File: config.mk
export PLATFORM = sky130hd
export DESIGN_NAME = keypad_divider_seq
export DESIGN_NICKNAME = d
export VERILOG_FILES = /design/src/rtl/keypad_divider_seq.sv
export SDC_FILE = /design/constraint.sdc
export NUM_CORES = 1
export LEC_CHECK = 0
export CAP_MARGIN = 20
export CORE_ASPECT_RATIO = 1.2
export CORE_MARGIN = 2
export CORE_UTILIZATION = 55
export DETAILED_ROUTE_END_ITERATION = 6
export PLACE_DENSITY = 0.89
export REMOVE_ABC_BUFFERS = 1
export SLEW_MARGIN = 20
export SYNTH_ARGS = -nofsm -noshare
export SYNTH_HDL_FRONTEND = slang
export SYNTH_SLANG_ARGS = --single-unit
File: constraint.sdc
create_clock -name clk -period 4.53 [get_ports clk]
set_input_delay 1.1325 -clock clk [delete_from_list [all_inputs] [get_ports clk]]
set_output_delay 1.1325 -clock clk [all_outputs]
set_load 0.02 [all_outputs]
File: src/rtl/keypad_divider_seq.sv
`default_nettype none
// ============================================================================
// Module      : keypad_divider_seq
// Description : Hex-keypad operand entry followed by an unsigned restoring
//               divider. Two operands of N_DIGITS hex digits are keyed in
//               MSB-first (A then B), then A / B is computed one quotient bit
//               per cycle on internal copies so the operands stay visible.
// Revision    : 1.0 - initial release
// ----------------------------------------------------------------------------
// Ports
//   clk          : clock, rising-edge
//   rst          : asynchronous active-high reset
//   key_valid    : one-cycle strobe qualifying key_hex
//   key_hex      : hex digit 0x0..0xF
//   clear        : synchronous abort / clear
//   a_bin, b_bin : operand registers as entered
//   quotient     : last quotient
//   remainder    : last remainder
//   busy         : high while dividing
//   done         : one-cycle pulse when a result is written
//   result_valid : results belong to the displayed operands
//   div_by_zero  : last result came from B = 0
//   entry_state  : 0 ENTER_A, 1 ENTER_B, 2 DIVIDE, 3 DONE
// ============================================================================
module keypad_divider_seq #(
  parameter  int N_DIGITS = 2,
  localparam int W        = 4 * N_DIGITS
) (
  input  logic         clk,
  input  logic         rst,
  input  logic         key_valid,
  input  logic [3:0]   key_hex,
  input  logic         clear,
  output logic [W-1:0] a_bin,
  output logic [W-1:0] b_bin,
  output logic [W-1:0] quotient,
  output logic [W-1:0] remainder,
  output logic         busy,
  output logic         done,
  output logic         result_valid,
  output logic         div_by_zero,
  output logic [1:0]   entry_state
);

  localparam int CW = $clog2(N_DIGITS + 1);
  localparam int BW = $clog2(W);

  localparam logic [CW-1:0] LAST_DIGIT = CW'(N_DIGITS - 1);
  // Counter value meaning "B complete, start the divide on the next edge".
  localparam logic [CW-1:0] B_FULL     = CW'(N_DIGITS);
  localparam logic [BW-1:0] LAST_BIT   = BW'(W - 1);

  typedef enum logic [1:0] {
    S_ENTER_A = 2'd0,
    S_ENTER_B = 2'd1,
    S_DIVIDE  = 2'd2,
    S_DONE    = 2'd3
  } state_t;

  state_t        state;
  logic [CW-1:0] dig_cnt;
  logic [BW-1:0] bit_cnt;
  logic [W-1:0]  dvd;   // working dividend, shifts out MSB first, quotient bits shift in
  logic [W-1:0]  dvs;   // divisor copy
  logic [W-1:0]  rem;   // partial remainder

  logic [W-1:0]  a_shift;
  logic [W-1:0]  b_shift;
  logic [W:0]    trial;
  logic          step_ge;
  logic [W-1:0]  rem_next;
  logic [W-1:0]  dvd_next;

  assign a_shift = W'({a_bin, key_hex});
  assign b_shift = W'({b_bin, key_hex});

  // One restoring-division step.
  assign trial    = {rem, dvd[W-1]};
  assign step_ge  = (trial >= {1'b0, dvs});
  assign rem_next = step_ge ? W'(trial - {1'b0, dvs}) : trial[W-1:0];
  assign dvd_next = {dvd[W-2:0], step_ge};

  assign busy        = (state == S_DIVIDE);
  assign entry_state = state;

  always_ff @(posedge clk or posedge rst) begin
    if (rst) begin
      state        <= S_ENTER_A;
      dig_cnt      <= '0;
      bit_cnt      <= '0;
      dvd          <= '0;
      dvs          <= '0;
      rem          <= '0;
      a_bin        <= '0;
      b_bin        <= '0;
      quotient     <= '0;
      remainder    <= '0;
      done         <= 1'b0;
      result_valid <= 1'b0;
      div_by_zero  <= 1'b0;
    end else begin
      done <= 1'b0;
      if (clear) begin
        state        <= S_ENTER_A;
        dig_cnt      <= '0;
        bit_cnt      <= '0;
        dvd          <= '0;
        dvs          <= '0;
        rem          <= '0;
        a_bin        <= '0;
        b_bin        <= '0;
        quotient     <= '0;
        remainder    <= '0;
        result_valid <= 1'b0;
        div_by_zero  <= 1'b0;
      end else begin
        case (state)
          S_ENTER_A: begin
            if (key_valid) begin
              a_bin <= a_shift;
              if (dig_cnt == LAST_DIGIT) begin
                dig_cnt <= '0;
                state   <= S_ENTER_B;
              end else begin
                dig_cnt <= dig_cnt + CW'(1);
              end
            end
          end

          S_ENTER_B: begin
            if (dig_cnt == B_FULL) begin
              // Operands complete: one settling cycle, keys are ignored here.
              dig_cnt <= '0;
              if (b_bin == '0) begin
                quotient     <= '0;
                remainder    <= a_bin;
                div_by_zero  <= 1'b1;
                result_valid <= 1'b1;
                done         <= 1'b1;
                state        <= S_DONE;
              end else begin
                dvd     <= a_bin;
                dvs     <= b_bin;
                rem     <= '0;
                bit_cnt <= '0;
                state   <= S_DIVIDE;
              end
            end else if (key_valid) begin
              b_bin <= b_shift;
              if (dig_cnt == LAST_DIGIT) begin
                dig_cnt <= B_FULL;
              end else begin
                dig_cnt <= dig_cnt + CW'(1);
              end
            end
          end

          S_DIVIDE: begin
            dvd <= dvd_next;
            rem <= rem_next;
            if (bit_cnt == LAST_BIT) begin
              // Final step writes the results directly from the step logic.
              quotient     <= dvd_next;
              remainder    <= rem_next;
              div_by_zero  <= 1'b0;
              result_valid <= 1'b1;
              done         <= 1'b1;
              state        <= S_DONE;
            end else begin
              bit_cnt <= bit_cnt + BW'(1);
            end
          end

          S_DONE: begin
            if (key_valid) begin
              a_bin        <= W'(key_hex);
              b_bin        <= '0;
              result_valid <= 1'b0;
              if (N_DIGITS == 1) begin
                dig_cnt <= '0;
                state   <= S_ENTER_B;
              end else begin
                dig_cnt <= CW'(1);
                state   <= S_ENTER_A;
              end
            end
          end

          default: state <= S_ENTER_A;
        endcase
      end
    end
  end

endmodule
`default_nettype wire

Yosys cells after proc, flatten, opt, wreduce, memory -nomap -nowiden
Index checks and enable logic that the tools add are counted.
Operators by class
  add/sub/neg operators: 3
  magnitude comparators: 1
  equal/unequal tests: 18
  mux-type cells: 67
  reductions and logical operators: 18
Operator list (count)
  8-bit 2-to-1 mux: 26
  8-bit case mux with 2 select lines: 6
  3-bit != test (second input constant): 9
  2-bit 2-to-1 mux: 13
  4-bit AND reduction: 4
  1-bit 2-to-1 mux: 12
  3-bit 2-to-1 mux: 4
  5-bit AND reduction: 2
  9-bit by 8-bit >= comparator with 1-bit output: 1
  3-bit AND reduction: 3
  3-bit nonzero test: 3
  8-bit zero test: 1
  2-bit case mux with 4 select lines: 1
  4-bit nonzero test: 2
  8-bit subtractor: 1
  2-bit equality test (second input constant): 3
  2-bit case mux with 3 select lines: 1
  3-bit case mux with 2 select lines: 1
  2-bit by 1-bit equality test with 1-bit output (second input constant): 2
  4-bit != test (second input constant): 1
  1-bit case mux with 2 select lines: 2
  2-bit nonzero test: 2
  3-bit by 1-bit adder with 3-bit output (second input constant): 1
  3-bit equality test (second input constant): 1
  other kinds (5): 5
Storage, ports and cells
  flip-flop bits (word level): 66
  input port bits: 8
  output and inout port bits: 38
  logic and storage cells: 120

Longest topological paths before layout
Gate-level depths: netlist (run 1).
  depth in word-level cells: 6
  depth in mapped cells: 10
  depth with buffers taken out: 10

Worst setup path after synthesis (run 1)
Ideal clock, no wire load.
  kind: flip-flop to flip-flop
  from: reg dvd[7]
  to: reg rem[6]
  data arrival time: 2.049 ns
  required time: 4.434 ns
  setup slack: 2.386 ns
  cell stages (with the launch flop): 11
  buffers on the path: 0
  path through: dfrtp_1 inv_1 ha_1 inv_1 fa_1 a21o_1 a221o_1 a21oi_1 xnor2_1 mux2i_1 o31ai_1
On the way
  word-level cells in the longest chain between the ends: 4
  elaborated cells on any way between the ends: 5
  classes of those cells: add/sub: 1; order compare: 1; mux: 3
RTL lines
  start: declaration: RTL line 63  | logic [W-1:0] dvd;
  start signal: assignment: RTL line 142  | dvd <= a_bin;
  start signal: assignment: RTL line 159  | dvd <= dvd_next;
  8-bit subtractor / 9-bit by 8-bit >= comparator with 1-bit output (equally long branches): RTL line 80, 79
  8-bit 2-to-1 mux (*): RTL line 80  | assign rem_next = step_ge ? W'(trial - {1'b0, dvs}) : trial[W-1:0];
  8-bit case mux with 2 select lines (*): RTL line 117  | case (state)
  8-bit 2-to-1 mux (*): RTL line 103  | if (clear) begin
  end signal: assignment: RTL line 160  | rem <= rem_next;
  end: declaration: RTL line 65  | logic [W-1:0] rem;
Mark *: on every way between the ends. The rest lies on a longest branch, timed or not.
A chain may end at the register's enable or synchronous reset.

Final worst setup path (run 1)
  from: in clear
  to: reg rem[0]
On the way
  word-level cells in the longest chain between the ends: 2
  elaborated cells on any way between the ends: 5
  classes of those cells: eq/ne: 2; mux: 1; reduce/logical: 2
RTL lines
  start: declaration: RTL line 33  | input logic clear,
  3-bit != test (no source line) / 3-bit nonzero test (equally long branches)
  3-bit AND reduction (no source line)
Parallel ways exist; a longest one is shown, timed or not.

==> flow_summary.toml, run 1 <==
[place]
hpwl_microns = 5898
gp_congestion = 0.8548
io_buffers = 45

[timing]
worst_pin_slew_ns = 1.059
period_needed_ns = 3.266
setup-tns-final_ns = 0
finalSetupViolations = 0
finalCritPeriodShare_pct = 72.10
hold_slack_ns = 0.4758
slew_viol_final = 0
rsz0062_at_grt = "false"
relSlewSlack_pct = 29.07
fin_skew_ns = 0.01252
hold_viol_final = 0
max_freq_mhz = 306.2

[cts]
clk_pin_slew_ns = 0.08
cts_setup_buffers = 0
cts_made_buffers = 9
htree_levels = 3
cts_sinks = 66
cts.hold.buffers_added = 0
cts_resized = 0
cts_tree = "yes"
clk_latency_ns = 0.35
ctsLongestPathBuffers = 2
cts_root_buffer = "clkbuf_8"

[final_layout]
n_fill_cell = 483
multi_input_area_sq_um = 1787
final_nets = 445
drive_gt1_share_pct = 9.859
syn_to_final_growth_pct = 20.46
insertedDiodeCount = 0
seq_area_sq_um = 1652

[synthesis]
yosys.area.top_type = "dfrtp_1"
synth_top_area_share_pct = 46.09
ys_seq_area_share_pct = 46.09
synthMuxAreaShare_pct = 6.041
netlist_instances = 376
yosys.area_share.xor_xnor_pct = 0.7332
synth_seq_cells = 66
synth_area_per_cell_sq_um = 9.530
synth_simple_gate_area_share_pct = 18.89
synth-compound-area-share_pct = 18.40
synth_cell_type_count = 55
synth_top_family_by_area = "simple AND/OR/NAND/NOR gates"
synth_area_sq_um = 3583
synth_most_common_cell = "nand2_1"
async_flop_share_pct = 100.0
synth_fa_ha_area_share_pct = 5.796
synth_common_cells = "nand2_1 (71), dfrtp_1 (66), o21ai_0 (28)"
synth.area.top_cells = "dfrtp_1 (46%), nand2_1 (7.4%), ha_1 (5.2%), mux2i_1 (4.5%), o21ai_0 (3.9%)"
synth_edf_count = 0
ys_warn_count = 0
synth_ff_type = "dfrtp_1"

[grt]
first_global_vias = 3046
grt.total_usage_pct = 24.92
grt_pass1_wl_microns = 14260
antenna_found_initial = 0
grt_max_degree = 51
overflow = 0

[hold_path]
whs_path_depth = 2
hold_path_class = "flip-flop to flip-flop"

[detailed_routing]
wirelength_microns = 8463
drt-wirelength-per-cell_microns = 16.56
antenna_left = 0
drtPass1Iterations = 5
drt_iter0_drc = 376
routed-via-count = 3087
viasPerCell = 6.041
drc = 0

[setup_path]
worst_setup_path_end_kind = "flip-flop"
r2r_cells = 9
cp.required_ns = 4.78
cp_num_buf_inv = 2
cpPeakStageDelay_ns = 0.77
worstPathArrival_ns = 3.52
critPathLaunchType = "input port"
cp_num_cells = 5
crit_slowest_cell = "clkdlybuf4s50_1"
crit_chain = "clkdlybuf4s50_1, buf_4, nor2_1, o211ai_1, o21ai_0"
worst-setup-path-type = "input port to flip-flop"
crit_family = "buffers and inverters"
critPathMaxFanout = 18

[floorplan]
row_count = 32
die_w_microns = 77.69
die_h_microns = 92.42
coreArea_sq_um = 6366
die_area_sq_um = 7180
start_util_pct = 56.29
io_pins = 46

[power]
ir_drop_mv = 0.2909
power.density_nw_per_um2 = 424.8
leakage_nw = 1.888

[flow_run]
cap_violations = 0

[run_status]
status = "completed"
## sequential cells by signal, indices dropped and copies added, names as in the netlist
signal / count
entry_state: 2
b_bin: 8
div_by_zero: 1
quotient: 8
result_valid: 1
done: 1
dig_cnt: 2
dvs: 8
rem: 8
remainder: 8
bit_cnt: 3
dvd: 8
a_bin: 8
## worst register-to-register path, stage by stage, from the launching register on
cell and delay (ns):
dfrtp_1 0.41, inv_1 0.17, ha_1 0.17, buf_4 0.24
nor2b_1 0.30, a31oi_1 0.12, o21ai_2 0.70, and3_1 0.27
a21oi_1 0.05, o31ai_1 0.09
## cell usage in the layout (no fill, tap or decap), types with 4 or more instances in the layout
cell type	synthesis	final
nand3_1	15	15
buf_4	1	4
clkdlybuf4s50_1	0	45
and3_1	4	4
ha_1	15	15
nor2_1	27	27
o21ai_0	28	28
a21oi_1	22	22
mux2i_1	16	16
nand2_1	71	71
a21o_1	4	4
o31ai_1	12	12
clkbuf_8	0	10
dfrtp_1	66	66
inv_1	17	16
mux2_2	5	5
## worst paths after layout
path	startpoint	endpoint	slack, ns
setup / recovery	clear	rem[0]$_DFFE_PP0P_	1.26
hold reg to reg	quotient[3]$_DFFE_PP0P_	quotient[3]$_DFFE_PP0P_	0.48
min in group asynchronous	rst	remainder[2]$_DFFE_PP0P_	1.27
max in group asynchronous	rst	a_bin[6]$_DFFE_PP0P_	2.52
setup reg to reg	entry_state[0]$_DFFE_PP0P_	remainder[7]$_DFFE_PP0P_	1.93
hold / removal	quotient[3]$_DFFE_PP0P_	quotient[3]$_DFFE_PP0P_	0.48
## power breakdown
part           internal, W  total (W)  switching (W)
clock network     0.000325   0.000558       0.000233
registers         0.000655   0.000734      0.0000789
logic             0.000226   0.000541       0.000316
## final cells by class
type                    count  share of cell area (%)
clock buffers              10                   3.188
multi-input cells         278                   41.39
clock inverters             6                   2.058
flip-flops and latches     66                   38.26
well taps                  85                   2.464
repair buffers             49                   11.13
inverters                  17                   1.507
## through the flow
stage | power, W | setup WS, ns | std cells | utilization, % | cell area [sq um]
detailed placement | 0.001277 | 0.9711 | 495 | 64.23 | 4089
global placement | 0.001258 | 1.175 | 495 | 64.23 | 4089
global route | 0.001929 | 1.123 | 511 | 67.81 | 4317
floorplan | 0.001069 | 1.743 | 361 | - | 3502
CTS | 0.001837 | 1.351 | 511 | 67.79 | 4315
finish | 0.001834 | 1.264 | 511 | 67.81 | 4317
## cell families (layout without fill, tap and decap cells)
| kind of cell | Yosys count | count (layout) |
|---|---|---|
| buffers and inverters | 32 | 82 |
| adder cells (fa/ha/maj) | 16 | 16 |
| AND/OR/NAND/NOR | 139 | 139 |
| multiplexers | 21 | 21 |
| AO/OA/AOI/OAI | 99 | 99 |
| XOR/XNOR | 3 | 3 |
| flip-flops | 66 | 66 |
## metal layers
layer  global-route usage [%]  vias to the layer above  wire length [microns]
met4                    8.036                        0                    150
li1                         -                     1418                      -
met5                        0                        -                      0
met2                    43.03                      153                   4327
met3                    4.094                       24                    517
met1                    31.87                     1492                   3468
No activity file was read; power rests on OpenSTA's default activity.
==> run 2, diff against run 1 <==
clock period = 3.4 ns   (was 4.53 ns; I/O delays follow)
==> run 2 against run 1 <==
  * Clock skew decreased by 0.0052 ns
  * Flip-flop and latch count unchanged
  * Clock power increased by 4.7%
  * Highest routed layer unchanged
==> flow_summary.toml, run 2 (synthesis results as in run 1) <==
[place]
gp_congestion = 0.8410
postPlaceCellArea_sq_um = 4141
io_buffers = 45
hpwl_microns = 6162
place_inst = 502

[final_layout]
final_nets = 452
syn_to_final_growth_pct = 20.36
stdcell_area_sq_um = 4313
layout_common_cells = "nand2_1 (71), dfrtp_1 (66), clkdlybuf4s50_1 (45)"
insertedDiodeCount = 0
final_core_util_pct = 67.75
drive_gt1_share_pct = 11.09
mostFrequentLayoutCell = "nand2_1"
final_cells = 518

[detailed_routing]
drt-wirelength-per-cell_microns = 16.23
routed-via-count = 3027
viasPerCell = 5.844
antenna_left = 0
wirelength_microns = 8408
drtPass1Iterations = 4
drt_iter0_drc = 291
drc = 0

[floorplan]
row_count = 32
die_area_sq_um = 7180
die_w_microns = 77.69
coreArea_sq_um = 6366
io_pins = 46
start_util_pct = 56.29
die_h_microns = 92.42

[cts]
cts_resized = 0
clk_pin_slew_ns = 0.07
htree_levels = 3
cts_made_buffers = 9
ctsLongestPathBuffers = 2
cts_setup_buffers = 0
clk_latency_ns = 0.35
cts_tree = "yes"
cts_sinks = 66
cts.hold.buffers_added = 0
cts_root_buffer = "clkbuf_8"

[grt]
top_usage_layer = "met2"
grt_max_degree = 38
first_global_vias = 3033
use_met3_pct = 7.115
overflow = 0
use_met2_pct = 42.89
antenna_found_initial = 0
met1_usage_pct = 32.51
grt_pass1_wl_microns = 14450
grt.total_usage_pct = 25.89

[timing]
hold_viol_final = 0
period_needed_ns = 2.864
finalSetupViolations = 0
relSlewSlack_pct = 45.83
rsz0062_at_grt = "false"
fin_skew_ns = 0.007365
max_freq_mhz = 349.2
finalCritPeriodShare_pct = 84.23
slew_viol_final = 0
worst_pin_slew_ns = 0.8125
setup-tns-final_ns = 0

[setup_path]
worst_setup_path_end_kind = "output pin"
worstPathArrival_ns = 2.01
critPathMaxFanout = 8
crit_slowest_cell = "clkdlybuf4s50_1"
worst-setup-path-type = "flip-flop to output pin"
crit_chain = "inv_1, ha_1, clkdlybuf4s50_1"
cpPeakStageDelay_ns = 0.68
critPathLaunchType = "flip-flop"
cp.required_ns = 2.55

[hold_path]
hold_path_class = "flip-flop to flip-flop"

[run_status]
status = "completed"

[power]
leakage_nw = 1.900
power.density_nw_per_um2 = 533.0
ir_drop_mv = 0.3215
power.total_w = 0.002299

[flow_run]
cap_violations = 0
## run 2: changes by cell type in the layout (fill, tap and decap cells not counted), sizes merged
cell / delta
bufinv: -2
clkbuf: +1
buf: +7
clkinv: +1
## run 2: path summary, 6_finish.rpt
kind | from | endpoint | slack, ns | depth (start not counted)
worst max-delay path | entry_state[0]$_DFFE_PP0P_ | busy | 0.54 | 3
worst min-delay path | quotient[4]$_DFFE_PP0P_ | quotient[4]$_DFFE_PP0P_ | 0.47 | 2
worst max register to register | entry_state[0]$_DFFE_PP0P_ | remainder[7]$_DFFE_PP0P_ | 0.77 | 8
worst min register to register | quotient[4]$_DFFE_PP0P_ | quotient[4]$_DFFE_PP0P_ | 0.47 | 2
max in group asynchronous | rst | remainder[0]$_DFFE_PP0P_ | 1.73 | 3
min in group asynchronous | rst | b_bin[6]$_DFFE_PP0P_ | 0.96 | 2
## run 2: power breakdown
group          internal, W  switching [W]  total [W]
combinational     0.000314       0.000419   0.000732
clock             0.000280       0.000303   0.000584
sequential        0.000873       0.000110   0.000983
## run 2: cell type report
class	count	area, sq um
inverter	17	63.81
clock inverter	5	30.03
multi-input combinational	278	1787
timing repair buffer	56	533.0
tap	85	106.4
fill	483	2053
clock buffer	11	141.4
sequential	66	1652
## run 2: routing by layer
layer	part of all wire, %	vias to the layer above
met5	0	-
met4	2.0	0
met3	4.9	21
met2	51	102
met1	42	1475
li1	-	1429
## run 2: critical path: cells and delay by family, from the launching register on
family | cells | cell delay [ns]
adder cells (fa/ha/maj) | 1 | 0.40
buffers and inverters | 2 | 0.85
flip-flops | 1 | 0.42
## run 2: per-stage QoR
| step | hold slack, ns | setup WS [ns] |
|---|---|---|
| after floorplan | 0.4647 | 0.8548 |
| after global placement | 0.4500 | 0.8810 |
| after detailed placement | 0.4594 | 0.8094 |
| after CTS | 0.4756 | 0.5380 |
| after global routing | 0.5077 | 0.4620 |
| final | 0.4689 | 0.5361 |
==> run 3, diff against run 2 <==
clock period = 2.79 ns   (was 3.4 ns; I/O delays follow)
==> run 3 against run 2 <==
  * Cell count is 0.77% lower
  * Sequential power is 21% higher
  * Global-route usage is 0.16 points lower
  * Highest routed layer unchanged
  * Combinational power is 22% higher
  * Critical path type unchanged
  * Worst hold slack worse by 0.0018 ns
  * Clock power is 35% higher
  * Largest power group unchanged
  * Die area stayed put
==> flow_summary.toml, run 3 (synthesis results as in run 1) <==
[final_layout]
drive_gt1_share_pct = 10.49
syn_to_final_growth_pct = 20.64
insertedDiodeCount = 0
final_nets = 449
n_fill_cell = 475
mostFrequentLayoutCell = "nand2_1"
layout_common_cells = "nand2_1 (71), dfrtp_1 (66), clkdlybuf4s50_1 (45)"

[floorplan]
start_util_pct = 56.29
coreArea_sq_um = 6366
die_h_microns = 92.42
die_w_microns = 77.69
row_count = 32
die_area_sq_um = 7180
io_pins = 46

[cts]
ctsLongestPathBuffers = 2
cts.hold.buffers_added = 0
cts_made_buffers = 9
clk_pin_slew_ns = 0.07
cts_setup_buffers = 0
htree_levels = 3
cts_root_buffer = "clkbuf_8"
cts_tree = "yes"
cts_sinks = 66
clk_latency_ns = 0.34
cts_resized = 0

[grt]
grt_pass1_wl_microns = 14520
antenna_found_initial = 0
grt.total_usage_pct = 25.73
grt_max_degree = 67
first_global_vias = 3114
overflow = 0

[detailed_routing]
drt_iter0_drc = 235
antenna_left = 0
drtPass1Iterations = 7
wirelength_microns = 8494
drt-wirelength-per-cell_microns = 16.53
routed-via-count = 3037
viasPerCell = 5.909
drc = 0

[timing]
relSlewSlack_pct = 48.20
slew_viol_final = 0
hold_viol_final = 0
finalCritPeriodShare_pct = 89.69
rsz0062_at_grt = "false"
setup-tns-final_ns = 0
worst_pin_slew_ns = 0.7742
period_needed_ns = 2.502
fin_skew_ns = 0.006503
max_freq_mhz = 399.6
finalSetupViolations = 0
hold_slack_ns = 0.4670

[power]
power.total_w = 0.002877
power.density_nw_per_um2 = 665.5
seqPwrFrac_pct = 41.4
p_comb_share_pct = 31.1
swShare_pct = 35.64
ir_drop_mv = 0.3846
leakage_nw = 1.896
intPower_w = 0.001851
switching_power_w = 0.001025
p_clk_share_pct = 27.5

[hold_path]
hold_path_class = "flip-flop to flip-flop"

[place]
gp_congestion = 0.9329
io_buffers = 45
hpwl_microns = 6171

[run_status]
status = "completed"

[flow_run]
cap_violations = 0

[setup_path]
worstPathArrival_ns = 1.80
cp.required_ns = 2.09
critPathLaunchType = "flip-flop"
critPathMaxFanout = 5
worst-setup-path-type = "flip-flop to output pin"
worst_setup_path_end_kind = "output pin"
## run 3: cell types whose count changed in the layout (fill, tap and decap cells not counted)
| cell | before | now |
|---|---|---|
| inv_6 | 0 | 1 |
| clkinv_4 | 0 | 1 |
| clkbuf_8 | 10 | 9 |
| clkinv_2 | 3 | 1 |
| clkbuf_1 | 1 | 0 |
| buf_4 | 11 | 7 |
| buf_12 | 0 | 1 |
| bufinv_16 | 0 | 1 |
## run 3: critical path, cell delays in order, from the launching register on
cell	delay, ns
dfrtp_1	0.41
inv_1	0.17
ha_1	0.25
clkdlybuf4s50_1	0.64
## run 3: worst paths after layout
| kind | start | to | slack [ns] | depth (start not counted) |
|---|---|---|---|---|
| setup / recovery | entry_state[0]$_DFFE_PP0P_ | busy | 0.29 | 3 |
| hold / removal | quotient[1]$_DFFE_PP0P_ | quotient[1]$_DFFE_PP0P_ | 0.47 | 2 |
| setup reg to reg | entry_state[1]$_DFFE_PP0P_ | bit_cnt[0]$_DFFE_PP0P_ | 0.34 | 8 |
| hold reg to reg | quotient[1]$_DFFE_PP0P_ | quotient[1]$_DFFE_PP0P_ | 0.47 | 2 |
| max in group asynchronous | rst | dvs[2]$_DFFE_PP0P_ | 1.78 | 3 |
| min in group asynchronous | rst | b_bin[6]$_DFFE_PP0P_ | 0.72 | 3 |
## run 3: cell type report
cell class                      count  area, sq um  area share [%]
Sequential cell                    66         1652           38.21
Multi-Input combinational cell    278         1787           41.33
Timing Repair Buffer               53        523.0           12.10
Inverter                           17        63.81           1.476
Clock inverter                      6        67.56           1.563
Clock buffer                        9        123.9           2.865
Tap cell                           85        106.4           2.460
## run 3: power by group through the flow
stage / clock network [W] / registers [W] / logic (W)
after floorplan: 0 / 0.00128 / 0.000458
after global placement: 0 / 0.00120 / 0.000852
after detailed placement: 0 / 0.00121 / 0.000881
after CTS: 0.000797 / 0.00119 / 0.000890
after global routing: 0.000839 / 0.00121 / 0.000982
final: 0.000790 / 0.00119 / 0.000895
## run 3: routing by layer
layer | vias to the layer above | GRT usage, % | part of all wire (%)
li1 | 1426 | - | -
met1 | 1463 | 31.96 | 42
met2 | 127 | 42.67 | 49
met3 | 21 | 5.458 | 5.8
met4 | 0 | 12.35 | 2.6
met5 | - | 0 | 0
## run 3: per-stage QoR
step	area (sq um)	setup slack, ns	std cells	utilization [%]
finish	4323	0.2877	514	67.90
global route	4323	0.1595	514	67.90
CTS	4323	0.2826	514	67.90
detailed placement	4131	0.4180	499	64.90
global placement	4131	0.4754	499	64.90
floorplan	3502	0.2448	361	-
